===== config.mk =====
export PLATFORM = sky130hd
export DESIGN_NAME = clk_div_ctrl
export DESIGN_NICKNAME = d
export VERILOG_FILES = /design/src/rtl/clk_div_ctrl_pkg.sv /design/src/rtl/clk_div_core.sv /design/src/rtl/clk_div_ctrl.sv
export SDC_FILE = /design/constraint.sdc
export NUM_CORES = 1
export LEC_CHECK = 0
export ABC_AREA = 1
export BUFFER_PORTS_ARGS = -buffer_cell sky130_fd_sc_hd__buf_2
export CAP_MARGIN = 15
export CORE_MARGIN = 1.5
export CORE_UTILIZATION = 45
export CTS_BUF_LIST = sky130_fd_sc_hd__clkbuf_4
export CTS_CLUSTER_DIAMETER = 50
export DETAILED_ROUTE_END_ITERATION = 8
export PLACE_DENSITY = 0.68
export SLEW_MARGIN = 15
export SYNTH_ARGS = -nofsm -noshare
export SYNTH_HDL_FRONTEND = slang
export SYNTH_HIERARCHICAL = 1
export SYNTH_SLANG_ARGS = --single-unit

===== constraint.sdc =====
create_clock -name CLK_IN -period 9.85 [get_ports CLK_IN]
set_input_delay 0.4925 -clock CLK_IN [delete_from_list [all_inputs] [get_ports CLK_IN]]
set_output_delay 0.4925 -clock CLK_IN [all_outputs]
set_load 0.01 [all_outputs]

===== src/rtl/clk_div_ctrl_pkg.sv =====
// Shared types and defaults for the run-time configurable clock divider.
package clk_div_ctrl_pkg;

   localparam int CNT_W_DEF     = 16;
   localparam int DEFAULT_N_DEF = 50;

   typedef enum logic [1:0] {
      ST_STOP  = 2'd0,
      ST_RUN   = 2'd1,
      ST_PEND  = 2'd2,
      ST_DRAIN = 2'd3
   } state_e;

endpackage


===== src/rtl/clk_div_core.sv =====
// Half-period down-counter and output toggle flop of the clock divider.
module clk_div_core
   import clk_div_ctrl_pkg::*;
#(
   parameter int CNT_W = CNT_W_DEF
) (
   input  logic             clk_in,
   input  logic             rst_n,
   input  logic             run,
   input  logic [CNT_W-1:0] n,
   output logic             tgl,
   output logic             clk_div
);

   logic [CNT_W-1:0] cnt_q, cnt_d;
   logic             clk_div_q, clk_div_d;

   // n is the ratio in force after this edge, so a reload always uses the new ratio.
   assign tgl = run && (cnt_q == '0);

   always_comb begin
      cnt_d     = cnt_q;
      clk_div_d = clk_div_q;
      if (!run) begin
         cnt_d     = n - CNT_W'(1);
         clk_div_d = 1'b0;
      end else if (tgl) begin
         cnt_d     = n - CNT_W'(1);
         clk_div_d = !clk_div_q;
      end else begin
         cnt_d     = cnt_q - CNT_W'(1);
      end
   end

   always_ff @(posedge clk_in or negedge rst_n) begin
      if (!rst_n) begin
         cnt_q     <= '0;
         clk_div_q <= 1'b0;
      end else begin
         cnt_q     <= cnt_d;
         clk_div_q <= clk_div_d;
      end
   end

   assign clk_div = clk_div_q;

endmodule


===== src/rtl/clk_div_ctrl.sv =====
// Even clock divider with valid/ready ratio change on full-period boundaries.
// Optional TICK register enabled by defining CLK_DIV_CTRL_TICK_EN.
//
// state    | meaning
// ---------+----------------------------------------------------------
// ST_STOP  | output held low, ratio loads directly on config
// ST_RUN   | dividing at n_cur, config accepted into n_pend
// ST_PEND  | old ratio running, n_pend applied at next falling toggle
// ST_DRAIN | finishing the high half before stopping, EN ignored
module clk_div_ctrl
   import clk_div_ctrl_pkg::*;
#(
   parameter int CNT_W     = CNT_W_DEF,
   parameter int DEFAULT_N = DEFAULT_N_DEF
) (
   input  logic             CLK_IN,
   input  logic             RST_N,
   input  logic             EN,
   input  logic             CFG_VALID,
   output logic             CFG_READY,
   input  logic [CNT_W-1:0] CFG_N,
   output logic             CLK_DIV,
   output logic             TICK,
   output logic             LOCKED,
   output logic             ERR
);

   state_e           state_q, state_d;
   logic [CNT_W-1:0] n_cur_q, n_cur_d;
   logic [CNT_W-1:0] n_pend_q, n_pend_d;
   logic             locked_q, locked_d;
   logic             err_q, err_d;

   logic             run;
   logic             tgl;
   logic             clk_div;
   logic             rise;
   logic             fall;
   logic             cfg_acc;
   logic             cfg_ok;
   logic             cfg_bad;

   // In DRAIN with the output already low the counter must not produce a rising toggle.
   assign run       = (state_q != ST_STOP) && !((state_q == ST_DRAIN) && !clk_div);
   assign rise      = tgl && !clk_div;
   assign fall      = tgl && clk_div;
   assign CFG_READY = (state_q == ST_STOP) || (state_q == ST_RUN);
   assign cfg_acc   = CFG_VALID && CFG_READY;
   assign cfg_ok    = cfg_acc && (CFG_N != '0);
   assign cfg_bad   = cfg_acc && (CFG_N == '0);

   always_comb begin
      state_d  = state_q;
      n_cur_d  = n_cur_q;
      n_pend_d = n_pend_q;
      err_d    = err_q || cfg_bad;
      unique case (state_q)
         ST_STOP: begin
            if (cfg_ok) n_cur_d = CFG_N;
            if (EN) state_d = ST_RUN;
         end
         ST_RUN: begin
            if (cfg_ok) n_pend_d = CFG_N;
            if (!EN)         state_d = ST_DRAIN;
            else if (cfg_ok) state_d = ST_PEND;
         end
         ST_PEND: begin
            if (!EN) begin
               state_d = ST_DRAIN;
            end else if (fall) begin
               n_cur_d  = n_pend_q;
               n_pend_d = '0;
               state_d  = ST_RUN;
            end
         end
         ST_DRAIN: begin
            // n_pend of zero means nothing is pending, since zero is never accepted.
            if (!clk_div || fall) begin
               state_d = ST_STOP;
               if (n_pend_q != '0) begin
                  n_cur_d  = n_pend_q;
                  n_pend_d = '0;
               end
            end
         end
         default: state_d = ST_STOP;
      endcase
      locked_d = (state_d == ST_RUN) && (locked_q || ((state_q == ST_RUN) && rise));
   end

   always_ff @(posedge CLK_IN or negedge RST_N) begin
      if (!RST_N) begin
         state_q  <= ST_STOP;
         n_cur_q  <= CNT_W'(DEFAULT_N);
         n_pend_q <= '0;
         locked_q <= 1'b0;
         err_q    <= 1'b0;
      end else begin
         state_q  <= state_d;
         n_cur_q  <= n_cur_d;
         n_pend_q <= n_pend_d;
         locked_q <= locked_d;
         err_q    <= err_d;
      end
   end

   clk_div_core #(
      .CNT_W (CNT_W)
   ) u_core (
      .clk_in  (CLK_IN),
      .rst_n   (RST_N),
      .run     (run),
      .n       (n_cur_d),
      .tgl     (tgl),
      .clk_div (clk_div)
   );

`ifdef CLK_DIV_CTRL_TICK_EN
   logic tick_q, tick_d;

   assign tick_d = rise;

   always_ff @(posedge CLK_IN or negedge RST_N) begin
      if (!RST_N) tick_q <= 1'b0;
      else        tick_q <= tick_d;
   end

   assign TICK = tick_q;
`else
   assign TICK = 1'b0;
`endif

   assign CLK_DIV = clk_div;
   assign LOCKED  = locked_q;
   assign ERR     = err_q;

endmodule


==> results of run 1 <==
-- final cells by class --
class | instances | area [um^2]
clock buffer | 5 | 37.54
clock inverter | 3 | 17.52
fill | 769 | 3696
sequential | 53 | 1330
multi-input combinational | 408 | 1877
inverter | 44 | 165.2
tap | 99 | 123.9
timing repair buffer | 24 | 122.6
-- metal layers --
layer	vias to the layer above	global-route usage, %	wire length, um
met2	75	35.21	3831
met5	-	0	0
met4	0	4.557	61
met1	1510	29.46	3881
met3	4	3.535	352
li1	1641	-	-
-- critical path, stage by stage, from the launching register on --
cell	delay [ns]
dfrtp_1	0.63
nor2_1	0.14
nor2_1	0.31
inv_1	0.11
nor4_1	0.37
nand2_1	0.11
inv_2	0.09
nand2_1	0.07
nand2_1	0.06
inv_1	0.05
nor2_1	0.19
nand3b_4	0.21
nand2_1	0.11
nand2_1	0.10
inv_1	0.11
ha_1	0.21
nand2_1	0.13
nor2_1	0.23
nand3_1	0.10
nand3_1	0.11
nand2_1	0.05
-- registers in the layout, summed over array words and instances, names as in the netlist --
register        cells
u_core/clk_div      1
n_pend_q           16
u_core/cnt_q       16
state_q             2
LOCKED              1
n_cur_q            16
ERR                 1
-- worst paths after layout --
check	endpoint	slack, ns	from	cells past startpoint
worst max-delay path	u_core/cnt_q[10]$_DFF_PN0_	6.27	state_q[1]$_DFF_PN0_	20
worst min-delay path	n_pend_q[12]$_DFFE_PN0P_	0.22	RST_N	2
worst max register to register	u_core/cnt_q[10]$_DFF_PN0_	6.27	state_q[1]$_DFF_PN0_	20
worst min register to register	ERR$_DFF_PN0_	0.49	ERR$_DFF_PN0_	1
max in group asynchronous	n_cur_q[9]$_DFF_PN0_	9.17	RST_N	2
min in group CLK_IN	state_q[0]$_DFF_PN0_	0.39	EN	3
-- where the power goes --
part	internal, mW	leakage (nW)	switching, mW	total (mW)
registers	0.321	0.656	0.0758	0.397
logic	0.239	1.31	0.497	0.736
clock network	0.0272	0.0310	0.0725	0.0996
-- placed cells by master, fill, tap and decap left out, drive strengths merged --
cell type,netlist,layout
nand2,218,218
nor2,84,84
dfrtp,50,50
nand3,50,50
inv,44,44
buf,11,24
nand3b,17,17
o21ai,11,11
xor2,8,8
clkbuf,2,5
xnor2,5,5
dfstp,3,3
ha,3,3
clkinv,0,2
nand4,2,2
or2,2,2
a21oi,2,2
nor3b,1,1
o21bai,1,1
nor3,1,1
conb,1,1
clkinvlp,0,1
nor4,1,1
and3,1,1
-- through the flow --
step	util, %	cell area, um^2
6_report	49.85	3674
5_1_grt	49.85	3674
4_1_cts	49.85	3674
3_5_place_dp	49.10	3618
3_3_place_gp	49.10	3618
2_1_floorplan	-	3472
-- cell families (layout without fill, tap and decap cells) --
| family | count (synthesis) | count (layout) |
|---|---|---|
| simple gates | 377 | 377 |
| buf+inv | 57 | 76 |
| flops | 53 | 53 |
| compound gates | 14 | 14 |
| xor+xnor | 13 | 13 |
| fa+ha+maj | 3 | 3 |
| other cells | 1 | 1 |
==> impl_metrics.py, run 1 <==
metrics = {
    "grt": {
        "grt_pass1_vias": 3064,
        "grt_pass1_wl_um": 14330,
        "antenna_found_initial": 0,
        "grt.overflow.total": 0,
        "grt_max_degree": 54,
        "grt_usage_pct": 21.36,
    },
    "timing": {
        "rsz0062_at_grt": "no",
        "post-route-worst-setup-slack_ns": 6.266,
        "worst_slew_pin_slew_ns": 0.7043,
        "hold_viol_final": 0,
        "finalWorstPathRequiredPeriod_ns": 3.584,
        "slew_viol_final": 0,
        "hold-worst-slack_ns": 0.2155,
        "fmax_mhz": 279.0,
        "fin_tns_setup_ns": 0,
        "fin_crit_sh_pct": 36.38,
        "maxSlewHeadroom_pct": 53.05,
        "setup_viol": 0,
        "fin_skew_ns": 0.009974,
    },
    "synth": {
        "synth_top_area_share_pct": 36.04,
        "synth_top_flop_cell": "dfrtp_1",
        "yosys.area_share.simple_pct": 47.28,
        "synth_fa_ha_area_share_pct": 1.081,
        "syn_nets": 541,
        "synth_async_sr_flop_share_pct": 100.0,
        "synth-xor-area-share_pct": 3.279,
        "ys_warn_count": 6,
        "synth-edff-count": 0,
        "synth.most_common_cell": "nand2_1",
        "synth_top_family_by_area": "simple AND/OR/NAND/NOR gates",
        "synth_cells": 518,
        "ys_types": 36,
        "synth_area_leaders": "dfrtp_1 36%, nand2_1 23%, nor2_1 8.1%, nand3_1 7.1%, inv_1 4.1%",
        "synth_compound_area_share_pct": 2.306,
        "syn_area_mm2": 0.003472,
        "synth_common_cells": "210 x nand2_1, 75 x nor2_1, 50 x dfrtp_1, 49 x nand3_1, 38 x inv_1",
        "synth.mux.area_fraction_pct": 0,
        "synth_top_cell_by_area": "dfrtp_1",
        "synth_area_per_cell_um2": 6.703,
        "seq_area_frac_synth_pct": 38.31,
        "ys_ff_latch": 53,
    },
    "final_layout": {
        "stdcell_count": 636,
        "drive_above_1_share_pct": 11.92,
        "area_growth_pct": 5.802,
        "fin_nets": 559,
        "num_antenna_cells": 0,
    },
    "routing": {
        "avgViaCountPerCell": 5.079,
        "wire_per_inst_um": 12.78,
        "route.detailed.drc": 0,
        "first_pass_iters": 4,
        "vias": 3230,
        "ant_nets": 0,
        "drt_iter0_drc": 204,
        "wl_um": 8127,
    },
    "floorplan": {
        "num_rows": 31,
        "dieWidth_um": 90.84,
        "ios": 25,
        "coreArea_mm2": 0.007370,
        "initial_core_util_pct": 47.11,
        "fp.dieH_um": 90.84,
        "die-area_mm2": 0.008252,
    },
    "clock_network": {
        "insertion_delay_ns": 0.38,
        "cts-buffers-inserted": 5,
        "cts_root_buf": "clkbuf_4",
        "clock_sinks": 53,
        "postCtsHoldBufs": 0,
        "cts_resized": 0,
        "post_cts_buffers": 0,
        "cts.clk_slew.worst_paths_ns": 0.16,
        "h-tree-depth": 2,
        "cts_tree": "yes",
        "cts.path.max_buffers": 2,
    },
    "power": {
        "peakVddDrop_uv": 111.9,
        "power_mw": 1.232,
        "p_leak_nw": 1.994,
        "power.density_mw_per_mm2": 335.5,
    },
    "status": {
        "status": "complete, no violations",
    },
    "placed_design": {
        "place_inst": 628,
        "dp_slack_ns": 6.331,
        "gp_congestion": 0.9118,
        "port_buffers": 23,
        "hpwl_um": 5973,
    },
    "critical_path": {
        "end_kind": "flip-flop",
        "crit_path_start_kind": "flip-flop",
        "required_ns": 10.13,
        "crit_arrival_ns": 3.87,
        "path_class": "flip-flop to flip-flop",
        "crit_path_max_fanout": 16,
    },
    "run": {
        "maxCapViolCount": 0,
    },
    "min_path": {
        "worstHoldPathType": "primary input to async pin",
    },
}
No activity file was read; power rests on OpenSTA's default activity.
==> run 2: changes to the inputs <==
==> constraint.sdc (replaced) <==
create_clock -name CLK_IN -period 3.7 [get_ports CLK_IN]
set_input_delay 0.185 -clock CLK_IN [delete_from_list [all_inputs] [get_ports CLK_IN]]
set_output_delay 0.185 -clock CLK_IN [all_outputs]
set_load 0.01 [all_outputs]
==> run 2 against run 1 <==
  * Sequential power rose to 2.6 times the previous value
  * Clock power rose to 3.6 times the previous value
  * Fmax up 7.9%
  * Combinational power rose to 2.7 times the previous value
  * Critical path depth up 2
  * Cell count up 0.47%
  * Via count down 1.2%
  * Setup slack worse by 5.9 ns
  * Count of clock-buffer cells in the layout unchanged
  * Final area up 1.7%
  * Hold slack worse by 0.13 ns
  * Core utilization up 0.87 points
  * Largest cell class unchanged
==> impl_metrics.py, run 2 (synthesis results as in run 1) <==
metrics = {
    "timing": {
        "fin_tns_setup_ns": 0,
        "finalWorstPathRequiredPeriod_ns": 3.322,
        "fin_skew_ns": 0.01424,
        "fmax_mhz": 301.0,
        "post-route-worst-setup-slack_ns": 0.3780,
        "rsz0062_at_grt": "no",
        "maxSlewHeadroom_pct": 46.40,
        "setup_viol": 0,
        "hold_viol_final": 0,
        "worst_slew_pin_slew_ns": 0.8040,
        "slew_viol_final": 0,
        "fin_crit_sh_pct": 89.78,
    },
    "floorplan": {
        "ios": 25,
        "fp.dieH_um": 90.84,
        "dieWidth_um": 90.84,
        "initial_core_util_pct": 47.11,
        "die-area_mm2": 0.008252,
        "coreArea_mm2": 0.007370,
        "num_rows": 31,
    },
    "routing": {
        "drt_iter0_drc": 196,
        "route.detailed.drc": 0,
        "avgViaCountPerCell": 4.995,
        "wl_um": 8103,
        "first_pass_iters": 5,
        "vias": 3192,
        "ant_nets": 0,
        "wire_per_inst_um": 12.68,
    },
    "critical_path": {
        "required_ns": 4.00,
        "r2r_slack_ns": 0.38,
        "startpoint": "state_q[0]$_DFF_PN0_",
        "r2r_cells": 22,
        "path_class": "flip-flop to flip-flop",
        "end_kind": "flip-flop",
        "crit_path_start_kind": "flip-flop",
        "r2r_start": "state_q[0]$_DFF_PN0_",
        "crit_arrival_ns": 3.62,
        "crit_path_max_fanout": 16,
    },
    "power": {
        "peakVddDrop_uv": 263.8,
        "p_int_mw": 1.654,
        "pwr-share-clk_pct": 10.5,
        "swShare_pct": 51.12,
        "power_frac_comb_pct": 58.8,
        "power.density_mw_per_mm2": 905.6,
        "p_seq_share_pct": 30.7,
        "p_leak_nw": 2.024,
        "netSwitchingPower_mw": 1.730,
    },
    "grt": {
        "antenna_found_initial": 0,
        "grt_usage_pct": 20.62,
        "grt_max_degree": 34,
        "grt_pass1_wl_um": 13860,
        "grt.overflow.total": 0,
        "grt_pass1_vias": 2972,
    },
    "clock_network": {
        "clock_sinks": 53,
        "cts.path.max_buffers": 2,
        "cts-buffers-inserted": 5,
        "insertion_delay_ns": 0.39,
        "cts_tree": "yes",
        "h-tree-depth": 2,
        "cts.clk_slew.worst_paths_ns": 0.16,
        "cts_root_buf": "clkbuf_4",
        "post_cts_buffers": 0,
    },
    "run": {
        "maxCapViolCount": 0,
    },
    "final_layout": {
        "fin_nets": 562,
        "stdcell_count": 639,
        "reg_top3": "n_cur_q x16, n_pend_q x16, u_core/cnt_q x16",
        "final_common_cell": "nand2_1",
        "post-route-util_pct": 50.71,
        "mostFrequentLayoutCells": "210 x nand2_1, 75 x nor2_1, 50 x dfrtp_1",
        "drive_above_1_share_pct": 12.41,
        "area_growth_pct": 7.640,
        "num_antenna_cells": 0,
    },
    "min_path": {
        "hp-start": "CFG_VALID",
        "hold_path_depth": 3,
        "worstHoldPathType": "primary input to flip-flop",
    },
    "placed_design": {
        "dp_slack_ns": 0.3103,
        "port_buffers": 23,
        "hpwl_um": 5923,
        "place_inst": 630,
        "gp_congestion": 0.8920,
    },
    "status": {
        "status": "complete, no violations",
    },
}
[run 2: power groups by stage]
stage,Sequential [mW],Clock [mW],Combinational (mW)
finish,1.04,0.355,1.99
global route,1.07,0.382,2.27
CTS,1.04,0.362,1.98
detailed placement,1.05,0,1.97
global placement,1.04,0,1.94
floorplan,1.01,0,1.64
[run 2: final timing paths]
check                                                   to
worst max-delay path            u_core/cnt_q[15]$_DFF_PN0_
worst min-delay path                         ERR$_DFF_PN0_
worst max register to register  u_core/cnt_q[15]$_DFF_PN0_
worst min register to register               ERR$_DFF_PN0_
min in group asynchronous         n_pend_q[12]$_DFFE_PN0P_
max in group asynchronous             n_cur_q[5]$_DFF_PN1_
[run 2: critical path, cell delays in order, from the launching register on]
cell and delay [ns]:
dfrtp_1 0.47, nand2_1 0.12, nor2_1 0.04, nor2_1 0.25, inv_1 0.13, nor4_2 0.33
nand2_1 0.10, inv_2 0.07, nand2_1 0.07, nand2_1 0.06, inv_1 0.05, nor2_1 0.17
nand3b_4 0.21, nand2_1 0.10, nand2_1 0.13, nor2_1 0.29, nand2_1 0.14, nor2_1 0.16
nand2_1 0.07, nand2_1 0.06, nand3_1 0.09, nand2_1 0.08, inv_1 0.04
[run 2: layout make-up]
class,count,area [um^2]
Multi-Input combinational cell,408,1883
Fill cell,739,3632
Clock buffer,5,37.54
Inverter,44,165.2
Timing Repair Buffer,27,147.6
Clock inverter,3,50.05
Tap cell,99,123.9
Sequential cell,53,1330
[run 2: per-layer routing]
| layer | vias to the layer above | global-route usage, % | part of all wire [%] |
|---|---|---|---|
| met3 | 10 | 3.535 | 4.2 |
| met1 | 1468 | 28.98 | 49 |
| met5 | - | 0 | 0 |
| met2 | 66 | 32.89 | 45 |
| li1 | 1648 | - | - |
| met4 | 0 | 5.208 | 1.3 |
[run 2: stage by stage]
| step | instance area, um^2 | hold slack [ns] | total power, mW |
|---|---|---|---|
| floorplan | 3472 | -0.1106 | 2.643 |
| global placement | 3633 | 0.3147 | 2.986 |
| detailed placement | 3633 | 0.3238 | 3.022 |
| CTS | 3731 | 0.07574 | 3.382 |
| global route | 3737 | 0.08253 | 3.728 |
| finish | 3737 | 0.08451 | 3.384 |
[run 2: what timing repair did]
item                                    CTS  global route
hold buffers                              1             0
endpoints found under the hold margin    32             0
resized for setup                         0             1
endpoints found under the setup margin    0             7
